[src/rtl/multi_gate_counter.sv]
// N-channel gated pulse counter: counts synchronised rising edges on each input over a
// programmed number of whole seconds and latches the results into a byte-addressed window.
module multi_gate_counter #(
    parameter int          N_CH        = 4,
    parameter int          CNT_WIDTH   = 32,
    parameter logic [7:0]  BASE_ADDR   = 8'h40,
    parameter int          CLK_PER_SEC = 50_000_000,
    parameter int          STOP_HOLD   = 500_000
) (
    input  logic                      clk,
    input  logic                      res_n,
    input  logic [7:0]                addr,
    input  logic [7:0]                data_in,
    output logic [7:0]                data_out,
    input  logic                      we,
    input  logic                      start,
    input  logic                      abort,
    output logic                      ready,
    output logic                      stop,
    input  logic [N_CH-1:0]           signal,
    output logic [N_CH*CNT_WIDTH-1:0] count_ex,
    output logic [31:0]               time_ex,
    output logic [N_CH-1:0]           ovf
);

    localparam logic [2:0]  S_IDLE  = 3'd0;
    localparam logic [2:0]  S_ARM   = 3'd1;
    localparam logic [2:0]  S_COUNT = 3'd2;
    localparam logic [2:0]  S_LATCH = 3'd3;
    localparam logic [2:0]  S_HOLD  = 3'd4;

    localparam int          CW         = CNT_WIDTH;
    localparam logic [31:0] PRESC_LAST = 32'(CLK_PER_SEC - 1);
    localparam logic [31:0] HOLD_LAST  = 32'(STOP_HOLD - 1);
    localparam logic [7:0]  WIN_SIZE   = 8'(8 + 4 * N_CH);

    logic [2:0]              state_q, state_d;
    logic                    ready_q, ready_d;
    logic                    stop_q, stop_d;
    logic [7:0]              sec_left_q, sec_left_d;
    logic [31:0]             presc_q, presc_d;
    logic [31:0]             live_time_q, live_time_d;
    logic [N_CH*CW-1:0]      live_cnt_q, live_cnt_d;
    logic [N_CH-1:0]         live_ovf_q, live_ovf_d;
    logic [31:0]             hold_q, hold_d;
    logic                    done_q, done_d;
    logic                    aborted_q, aborted_d;
    logic                    run_cont_q, run_cont_d;
    logic [N_CH*CW-1:0]      count_ex_q, count_ex_d;
    logic [31:0]             time_ex_q, time_ex_d;
    logic [N_CH-1:0]         ovf_q, ovf_d;

    logic                    ctrl_cont_q;
    logic [7:0]              gate_q;
    logic [7:0]              data_out_q;
    logic [N_CH-1:0]         sync1_q, sync2_q, sync3_q;

    logic [N_CH-1:0]         edge_s;
    logic [7:0]              off_s;
    logic                    in_win_s;
    logic                    sw_start_s;
    logic                    start_req_s;
    logic [7:0]              rd_s;
    logic [N_CH*32-1:0]      cnt_pad_s;

    assign edge_s      = sync2_q & ~sync3_q;
    assign off_s       = addr - BASE_ADDR;
    assign in_win_s    = (addr >= BASE_ADDR) && (off_s < WIN_SIZE);
    assign sw_start_s  = we && in_win_s && (off_s == 8'd0) && data_in[1];
    assign start_req_s = start || sw_start_s;

    assign data_out = data_out_q;
    assign ready    = ready_q;
    assign stop     = stop_q;
    assign count_ex = count_ex_q;
    assign time_ex  = time_ex_q;
    assign ovf      = ovf_q;

    // Input synchronisers plus one extra stage for rising-edge detection
    always_ff @(posedge clk or negedge res_n) begin
        if (!res_n) begin
            sync1_q <= '0;
            sync2_q <= '0;
            sync3_q <= '0;
        end else begin
            sync1_q <= signal;
            sync2_q <= sync1_q;
            sync3_q <= sync2_q;
        end
    end

    // Control register writes and registered read data
    always_ff @(posedge clk or negedge res_n) begin
        if (!res_n) begin
            ctrl_cont_q <= 1'b0;
            gate_q      <= 8'h00;
            data_out_q  <= 8'h00;
        end else begin
            data_out_q <= rd_s;
            if (we && in_win_s && (off_s == 8'd0)) begin
                ctrl_cont_q <= data_in[0];
            end
            if (we && in_win_s && (off_s == 8'd1)) begin
                gate_q <= data_in;
            end
        end
    end

    // Zero-extend latched counts to 32 bits per channel so the byte mux is width-independent
    always_comb begin
        cnt_pad_s = '0;
        for (int c = 0; c < N_CH; c++) begin
            cnt_pad_s[c*32 +: 32] = 32'(count_ex_q[c*CW +: CW]);
        end
    end

    // Read multiplexer; bytes above the counter width come out as zero via the padding
    always_comb begin
        rd_s = 8'h00;
        if (in_win_s) begin
            case (off_s)
                8'd0:    rd_s = {7'b0, ctrl_cont_q};
                8'd1:    rd_s = gate_q;
                8'd2:    rd_s = {4'b0, aborted_q, done_q, (state_q != S_IDLE), ready_q};
                8'd3:    rd_s = 8'h00;
                8'd4:    rd_s = time_ex_q[7:0];
                8'd5:    rd_s = time_ex_q[15:8];
                8'd6:    rd_s = time_ex_q[23:16];
                8'd7:    rd_s = time_ex_q[31:24];
                default: begin
                    for (int c = 0; c < N_CH; c++) begin
                        for (int b = 0; b < 4; b++) begin
                            if (off_s == 8'(8 + 4 * c + b)) begin
                                rd_s = cnt_pad_s[c*32 + 8*b +: 8];
                            end else begin
                                rd_s = rd_s;
                            end
                        end
                    end
                end
            endcase
        end else begin
            rd_s = 8'h00;
        end
    end

    // Gate sequencer next-state logic
    always_comb begin
        state_d     = state_q;
        ready_d     = ready_q;
        stop_d      = stop_q;
        sec_left_d  = sec_left_q;
        presc_d     = presc_q;
        live_time_d = live_time_q;
        live_cnt_d  = live_cnt_q;
        live_ovf_d  = live_ovf_q;
        hold_d      = hold_q;
        done_d      = done_q;
        aborted_d   = aborted_q;
        run_cont_d  = run_cont_q;
        count_ex_d  = count_ex_q;
        time_ex_d   = time_ex_q;
        ovf_d       = ovf_q;

        case (state_q)
            S_IDLE: begin
                ready_d = 1'b1;
                if (start_req_s) begin
                    state_d = S_ARM;
                    ready_d = 1'b0;
                end else begin
                    state_d = S_IDLE;
                end
            end
            S_ARM: begin
                live_cnt_d  = '0;
                live_ovf_d  = '0;
                live_time_d = 32'd0;
                presc_d     = 32'd0;
                sec_left_d  = gate_q;
                done_d      = 1'b0;
                aborted_d   = 1'b0;
                run_cont_d  = ctrl_cont_q;
                if (gate_q == 8'd0) begin
                    state_d = S_LATCH;
                end else begin
                    state_d = S_COUNT;
                end
            end
            S_COUNT: begin
                live_time_d = live_time_q + 32'd1;
                for (int c = 0; c < N_CH; c++) begin
                    if (edge_s[c]) begin
                        if (live_cnt_q[c*CW +: CW] == {CW{1'b1}}) begin
                            live_ovf_d[c] = 1'b1;
                        end else begin
                            live_cnt_d[c*CW +: CW] = live_cnt_q[c*CW +: CW] + CW'(1);
                        end
                    end else begin
                        live_ovf_d[c] = live_ovf_q[c];
                    end
                end
                if (presc_q == PRESC_LAST) begin
                    presc_d    = 32'd0;
                    sec_left_d = sec_left_q - 8'd1;
                    if (sec_left_q == 8'd1) begin
                        state_d = S_LATCH;
                    end else begin
                        state_d = S_COUNT;
                    end
                end else begin
                    presc_d = presc_q + 32'd1;
                end
                // Abort wins over a normal gate end in the same cycle so the flag is never lost
                if (abort) begin
                    aborted_d = 1'b1;
                    state_d   = S_LATCH;
                end else begin
                    aborted_d = aborted_q;
                end
            end
            S_LATCH: begin
                count_ex_d = live_cnt_q;
                time_ex_d  = live_time_q;
                ovf_d      = live_ovf_q;
                done_d     = 1'b1;
                stop_d     = 1'b1;
                hold_d     = 32'd0;
                state_d    = S_HOLD;
            end
            S_HOLD: begin
                if (hold_q == HOLD_LAST) begin
                    stop_d = 1'b0;
                    hold_d = 32'd0;
                    if (run_cont_q && !aborted_q && !abort) begin
                        state_d = S_ARM;
                    end else begin
                        state_d = S_IDLE;
                        ready_d = 1'b1;
                    end
                end else begin
                    hold_d = hold_q + 32'd1;
                end
            end
            default: begin
                state_d = S_IDLE;
                ready_d = 1'b1;
                stop_d  = 1'b0;
            end
        endcase
    end

    // Gate sequencer state registers
    always_ff @(posedge clk or negedge res_n) begin
        if (!res_n) begin
            state_q     <= S_IDLE;
            ready_q     <= 1'b1;
            stop_q      <= 1'b0;
            sec_left_q  <= 8'd0;
            presc_q     <= 32'd0;
            live_time_q <= 32'd0;
            live_cnt_q  <= '0;
            live_ovf_q  <= '0;
            hold_q      <= 32'd0;
            done_q      <= 1'b0;
            aborted_q   <= 1'b0;
            run_cont_q  <= 1'b0;
            count_ex_q  <= '0;
            time_ex_q   <= 32'd0;
            ovf_q       <= '0;
        end else begin
            state_q     <= state_d;
            ready_q     <= ready_d;
            stop_q      <= stop_d;
            sec_left_q  <= sec_left_d;
            presc_q     <= presc_d;
            live_time_q <= live_time_d;
            live_cnt_q  <= live_cnt_d;
            live_ovf_q  <= live_ovf_d;
            hold_q      <= hold_d;
            done_q      <= done_d;
            aborted_q   <= aborted_d;
            run_cont_q  <= run_cont_d;
            count_ex_q  <= count_ex_d;
            time_ex_q   <= time_ex_d;
            ovf_q       <= ovf_d;
        end
    end

endmodule

[config.mk]
export PLATFORM = sky130hd
export DESIGN_NAME = multi_gate_counter
export DESIGN_NICKNAME = d
export VERILOG_FILES = /design/src/rtl/multi_gate_counter.sv
export SDC_FILE = /design/constraint.sdc
export NUM_CORES = 1
export LEC_CHECK = 0
export BUFFER_PORTS_ARGS = -buffer_cell sky130_fd_sc_hd__clkbuf_2
export CAP_MARGIN = 30
export CELL_PAD_IN_SITES_DETAIL_PLACEMENT = 1
export CELL_PAD_IN_SITES_GLOBAL_PLACEMENT = 1
export CORE_MARGIN = 4
export CORE_UTILIZATION = 35
export CTS_BUF_LIST = sky130_fd_sc_hd__clkbuf_2 sky130_fd_sc_hd__clkbuf_4 sky130_fd_sc_hd__clkbuf_8
export DETAILED_ROUTE_END_ITERATION = 7
export PLACE_DENSITY_LB_ADDON = 0.1
export SYNTH_ARGS = -nofsm -noshare
export SYNTH_HDL_FRONTEND = slang
export SYNTH_SLANG_ARGS = --single-unit
[constraint.sdc]
create_clock -name clk -period 3.9 [get_ports clk]
set_input_delay 0.39 -clock clk [delete_from_list [all_inputs] [get_ports clk]]
set_output_delay 0.39 -clock clk [all_outputs]
set_load 0.02 [all_outputs]
; Yosys cells after proc, flatten, opt, wreduce, memory -nomap -nowiden
; Index checks and enable logic that the tools add are counted.
[totals]
ff_bits = 437
[op_classes]
addsub = 9
n_eq_ne = 51
bitwise_logic = 4
n_mux = 60
order_cmp = 2
n_reduce_logical = 32
[op_table]
columns = op, count
row1 = $mux 32, 10
row2 = $pmux 128 s2, 1
row3 = $add 32x1->32 const B, 7
row4 = $pmux 32 s2, 3
row5 = $mux 8, 18
row6 = $eq 32x32->1 const B, 4
row7 = $eq 8x4->1 const B, 8
row8 = $eq 8x5->1 const B, 8
row9 = $pmux 8 s8, 1
row10 = $eq 32x19->1 const B, 1
row11 = $eq 32x26->1 const B, 1
row12 = $eq 8x3->1 const B, 4
row13 = $ne 2x2->1 const B, 16
row14 = $reduce_and 3->1, 9
row15 = $mux 1, 17
row16 = $eq 8x1->1 const B, 2
row17 = $eq 8x2->1 const B, 2
row18 = $logic_not 8->1, 2
row19 = $pmux 8 s2, 1
row20 = $pmux 3 s5, 1
row21 = $mux 3, 3
row22 = $ge 8x7->1 const B, 1
row23 = $lt 8x5->1 const B, 1
row24 = $pmux 4 s2, 1
row25 = 19 further kinds, 36

; Logic depth before layout (Yosys ltp)
[depth]
depth_word = 20
ltp_mapped = 9
depth_no_buf = 7

; Worst setup path after synthesis
; No wires, ideal clock.
[synth_path]
path_type = reg2reg
from = register hold_q[25]
to = register hold_q[20]
slack_ns = 1.569
period_less_slack_ns = 2.331
n_path_buf = 1
stages_incl_launch_ff = 8
t_arrival_ns = 2.192
path_cell_list = dfrtp_1 or4_1 or4_1 nor4_4 nor2_2 buf_2 a21oi_1 a31oi_1
[synth_between]
elab_chain_len = 3
[synth_lines]
columns = element, line_no
row1 = from (decl), 45  ; logic [31:0] hold_q, hold_d;
row2 = from (signal assigned), 280  ; hold_q <= hold_d;
row3 = $eq 32x19->1, 232  ; if (hold_q == HOLD_LAST) begin
row4 = $mux 32, 232
row5 = $pmux 32 s2, 165  ; case (state_q)
; Every way passes these cells.
; A chain may end at the register's enable or synchronous reset.

; Worst setup path in the final report
[layout_path]
from = register state_q[2]
to = register live_cnt_q[50]
[layout_between]
elab_chain_len = 3
[layout_lines]
columns = element, line_no
row1 = from (decl), 37  ; logic [2:0] state_q, state_d;
row2 = from (signal assigned), 272  ; state_q <= state_d;
row3 = $eq 3x2->1 / $eq 3x1->1 (equally long branches), 165
row4 = $ne 2x2->1 (no line) / $reduce_bool 2->1 (equally long branches), n/a
row5 = $reduce_and 3->1 (no line), n/a
row6 = to (signal assigned), 278  ; live_cnt_q <= live_cnt_d;
row7 = to (decl), 43  ; logic [N_CH*CW-1:0] live_cnt_q, live_cnt_d;
; Several ways; a longest one is shown, not always the timed one.

==> summary by stage <==
Clock network
The TritonCTS clock tree is done. The tree is rooted in a clkbuf_8. Post-CTS timing repair inserted 0 buffers for setup.

Hold repair after CTS inserted 14 buffers. Post-CTS repair changed the size of 0 cells. In this run the number of H-tree levels came out at 3. The clock insertion delay at the later pin of the skew report is approximately 0.66 ns. The clock-pin slew of the registers on the worst-case setup and hold paths is about 0.06 ns.

In this run, CTS created clock tree buffers numbering just over 80. The maximum buffer depth of the clock tree is 3. The clock net in this run drives a total of between 400 and 500 sinks.

Power and ir drop
VDD sags by at most ~0.45 mV. The power per unit of standard cell area is around 480 nW/µm². The leakage dissipation is roughly 0.012 µW.

In this run, the clock network consumes about two fifths of the power. In this run switching power makes up 32.4% of total power. Of the total power, registers draw 41.3%.

Of the total power, combinational logic draws between 10% and 20%. Cell internal power was estimated by the tool at 8180 µW. In this run the power spent charging and discharging nets is approximately 3900 µW.

Yosys
In this run, synthesis inferred 0 flip-flops with an integrated enable. The combinational family with the most area after synthesis is simple AND/OR/NAND/NOR gates. The cell type contributing the most total cell area after synthesis is dfrtp_1. The post-synthesis net count is around 2,100.

The number of distinct library cells after synthesis is 78. The part of the Yosys area used for sequential elements is 50.8%. The complex-gate fraction of the synthesized area is 9.82%. After synthesis, the share of cell area in mux cells is about an eighth. The synthesized netlist devotes about 4.4% of its cell area to XOR and XNOR gates. The proportion of register bits with asynchronous set or reset after synthesis is 100%. The share of the synthesized area in the top cell type is approximately half. The post-synthesis simple-gate area fraction is around a fifth.

The count of yosys warnings during synthesis is 0. A synthesized cell averages 10.4 µm². The number of instances in the synthesized netlist is just over 2,000. Ranked by total cell area, the synthesized netlist is headed by dfrtp_1, mux2_2, nand2_1. The post-synthesis sequential element count is ~440.

The adder-cell area share of the yosys netlist is 0.523%. The predominant post-synthesis flop cell is dfrtp_1. The synthesized cell area is 21,500 µm².

Min path
The worst hold path class is in2reg. The worst hold path startpoint is addr[3]. The end point of the worst hold path is data_out[3]. The number of cells traversed by the worst hold path is 4.

Setup path
The critical setup path kind is reg2reg. The dominant cell type by count on the critical path is o21ai_1. The worst register-to-register path has a setup slack of 0.91 ns. The startpoint kind of the worst setup timing path is a flip-flop. The worst register-to-register path begins at state_q[2]. In this design, the largest share of critical-path delay is due to simple AND/OR/NAND/NOR gates. The signal on the critical path passes through or3b_1 -> nor3b_1 -> nand2_1 -> o21ai_1 -> or4b_1 -> o21ai_1. The endpoint identified for the worst register-to-register timing path is live_cnt_q[50]. STA classifies the critical path endpoint as a flip-flop. For the worst setup path, the data arrival time is 3.57 ns. For this run, the slowest stage of the critical path takes between 0.7 and 0.8 ns.

The largest individual stage delay along the critical path comes from the cell or3b_1. The number of cells on the worst reg-to-reg path is 6. The required time of the critical path is between 4 and 5 ns. The buffers plus inverters on the worst setup path is 0. In this run the worst path has a maximum fanout of 15.

Drt
The detail route stage leaves a number of antenna-violating nets equal to 0. The via count of the routed design is 17,600. The number of detailed-route iterations in the first pass is 5. After detailed routing, the number of vias per cell comes to around 5.6.

The number of design-rule violations left by the first detailed-router iteration is slightly above 900. After detailed routing, the total wire length is 74,000 µm. In the final routed layout, each cell accounts on average for roughly 24 µm. The post-route DRC violation count is 0.

Final layout
The synthesis-to-finish area growth is 17.7%. The filler cell count in the final layout is about 6,800. The number of nets at the end of the flow is roughly 2,300. In the final layout, flip-flops and latches occupy 10,900 µm². The layout cell share with drive strength beyond 1 is 25.2%. The combined area of the multi-input logic cells is about 10,000 µm². The final design area excluding fillers is ~25,000 µm².

STA
The worst max-slew margin expressed relative to the limit is 26.4%. The number of hold violations in the final report was 0. Clock skew on the completed layout was measured at 0.0278 ns.

Timing would allow up to about 0.33 GHz. The share of the cycle needed by the critical path after routing is roughly 77%. For the pin with the worst max-slew slack, the measured transition is ~1.1 ns. The number of pins exceeding their max-slew limit in the final report is 0.

The setup TNS is 0 ns. Setup repair after global routing left no endpoint under its margin. The number of setup violations in the final report is 0. The final critical delay including setup and external delays is between 2 and 3 ns.

Floorplanning
The die is approximately 260 µm tall. Pin placement for this block handled 199 I/O pins. The core outline area is ~61,000 µm². For this configuration, the core starts out at a cell density of a little over a third. The number of standard-cell rows in the floorplan is 90. From left edge to right edge, the die measures between 200 and 300 µm. The floorplan step defined a die boundary enclosing ~66,000 µm².

Global routing
The pin count of the biggest net entering global routing is around 180. The first global-routing pass estimated roughly 110,000 µm of wire. The initial antenna violation count came to 5. The number of global-route vias before repair was between 15,000 and 20,000.

The overall routing resource usage is between 20% and 30%. The total congestion overflow after global routing is 0.

Placed design
The placer's final routability congestion estimate is 0.846. The cell area reported after detailed placement is ~23,000 µm². The count of input and output buffers is between 150 and 200. After legalization and detailed placement, the total HPWL measured approximately 52,000 µm.

Run
The tool flagged a number of max-cap violations equal to 0.

Run status
The run finished with clean final reports.
## placed cells by master (no fill, tap or decap), types with 33 or more instances in the layout
cell type	n
dfrtp_1	436
mux2i_1	36
a31oi_1	33
and3_1	39
clkbuf_2	194
nor3_1	60
nor2_1	167
nand3_1	118
xor2_1	47
o21ai_0	114
nand2_1	191
mux2_2	169
clkbuf_8	108
a21oi_1	48
xnor2_1	60
nand4_1	66
## through the flow
step | power, µW | cells | hold WS (ns) | utilization, % | setup WS (ns)
after global routing | 12700 | 3131 | 0.194 | 41.8 | 0.706
final | 12100 | 3131 | 0.213 | 41.8 | 0.906
after CTS | 12300 | 3130 | 0.146 | 41.8 | 0.889
after global placement | 7340 | 2970 | 0.337 | 38.6 | 0.962
after floorplan | 6480 | 2062 | 0.0944 | - | 1.57
after detailed placement | 7400 | 2970 | 0.336 | 38.6 | 0.933
## worst reg2reg max path, stage by stage, from the launching register on
cell and delay, ns:
dfrtp_1 0.54, or3b_1 0.74, nor3b_1 0.62, nand2_1 0.15, o21ai_1 0.33, or4b_1 0.46
o21ai_1 0.08
## worst max-delay path by stage
stage                          start              to  cells past startpoint
after detailed placement  state_q[2]  live_cnt_q[50]                      6
after global routing      state_q[2]  live_cnt_q[18]                      6
after floorplan           hold_q[25]      hold_q[20]                      7
after CTS                 state_q[2]  live_cnt_q[50]                      6
after global placement    state_q[2]  live_cnt_q[18]                      6
final                     state_q[2]  live_cnt_q[50]                      6
## synth_stat cells, drive strengths merged, types with 9 or more instances
cell / number
a21oi: 48
a22oi: 14
a31oi: 33
and2: 15
and3: 39
and4: 28
buf: 35
clkbuf: 70
dfrtp: 436
ha: 9
inv: 28
mux2: 169
mux2i: 36
mux4: 17
nand2: 191
nand2b: 11
nand3: 118
nand4: 66
nor2: 169
nor2b: 11
nor3: 65
nor3b: 13
nor4: 38
o211ai: 12
o21ai: 134
o31ai: 20
or3: 17
xnor2: 60
xor2: 47
## registers in the layout, indices dropped and copies added (netlist names), 4 cells and up
| register | flops |
|---|---|
| live_cnt_q | 128 |
| data_out | 8 |
| hold_q | 32 |
| count_ex | 128 |
| ovf | 4 |
| time_ex | 32 |
| sec_left_q | 8 |
| sync1_q | 4 |
| live_ovf_q | 4 |
| presc_q | 32 |
| sync2_q | 4 |
| live_time_q | 32 |
| sync3_q | 4 |
| gate_q | 8 |
## area by class of cell
cell class | instances | area share, %
well taps | 782 | 3.86
clock buffers | 133 | 6.61
flip-flops and latches | 437 | 43.2
inverters | 28 | 0.415
repair buffers | 245 | 5.74
diodes | 1 | 0.00987
multi-input cells | 1492 | 39.8
clock inverters | 13 | 0.385
## power by group through the flow
stage	clock network (µW)	registers [µW]	logic (µW)
4_1_cts	4950	5000	2340
3_5_place_dp	0	5080	2320
3_3_place_gp	0	5070	2270
6_report	4800	5000	2300
5_1_grt	5160	5030	2530
2_1_floorplan	0	5000	1480
## metal layers
layer	global-route usage (%)	wire length, µm
met1	31.2	34500
met2	34.5	33500
met3	5.14	4020
met4	6.46	2030
met5	0	36
## kinds of logic (layout without fill, tap and decap cells)
family	count (synthesis)	count (layout)
and+or+nand+nor	817	817
DFF	437	437
AOI/OAI and AO/OA	337	337
muxes	222	222
buffers and inverters	133	419
xor gates and xnor gates	107	107
adders and majority gates	9	9
other	0	1
No activity file was read; power rests on OpenSTA's default activity.
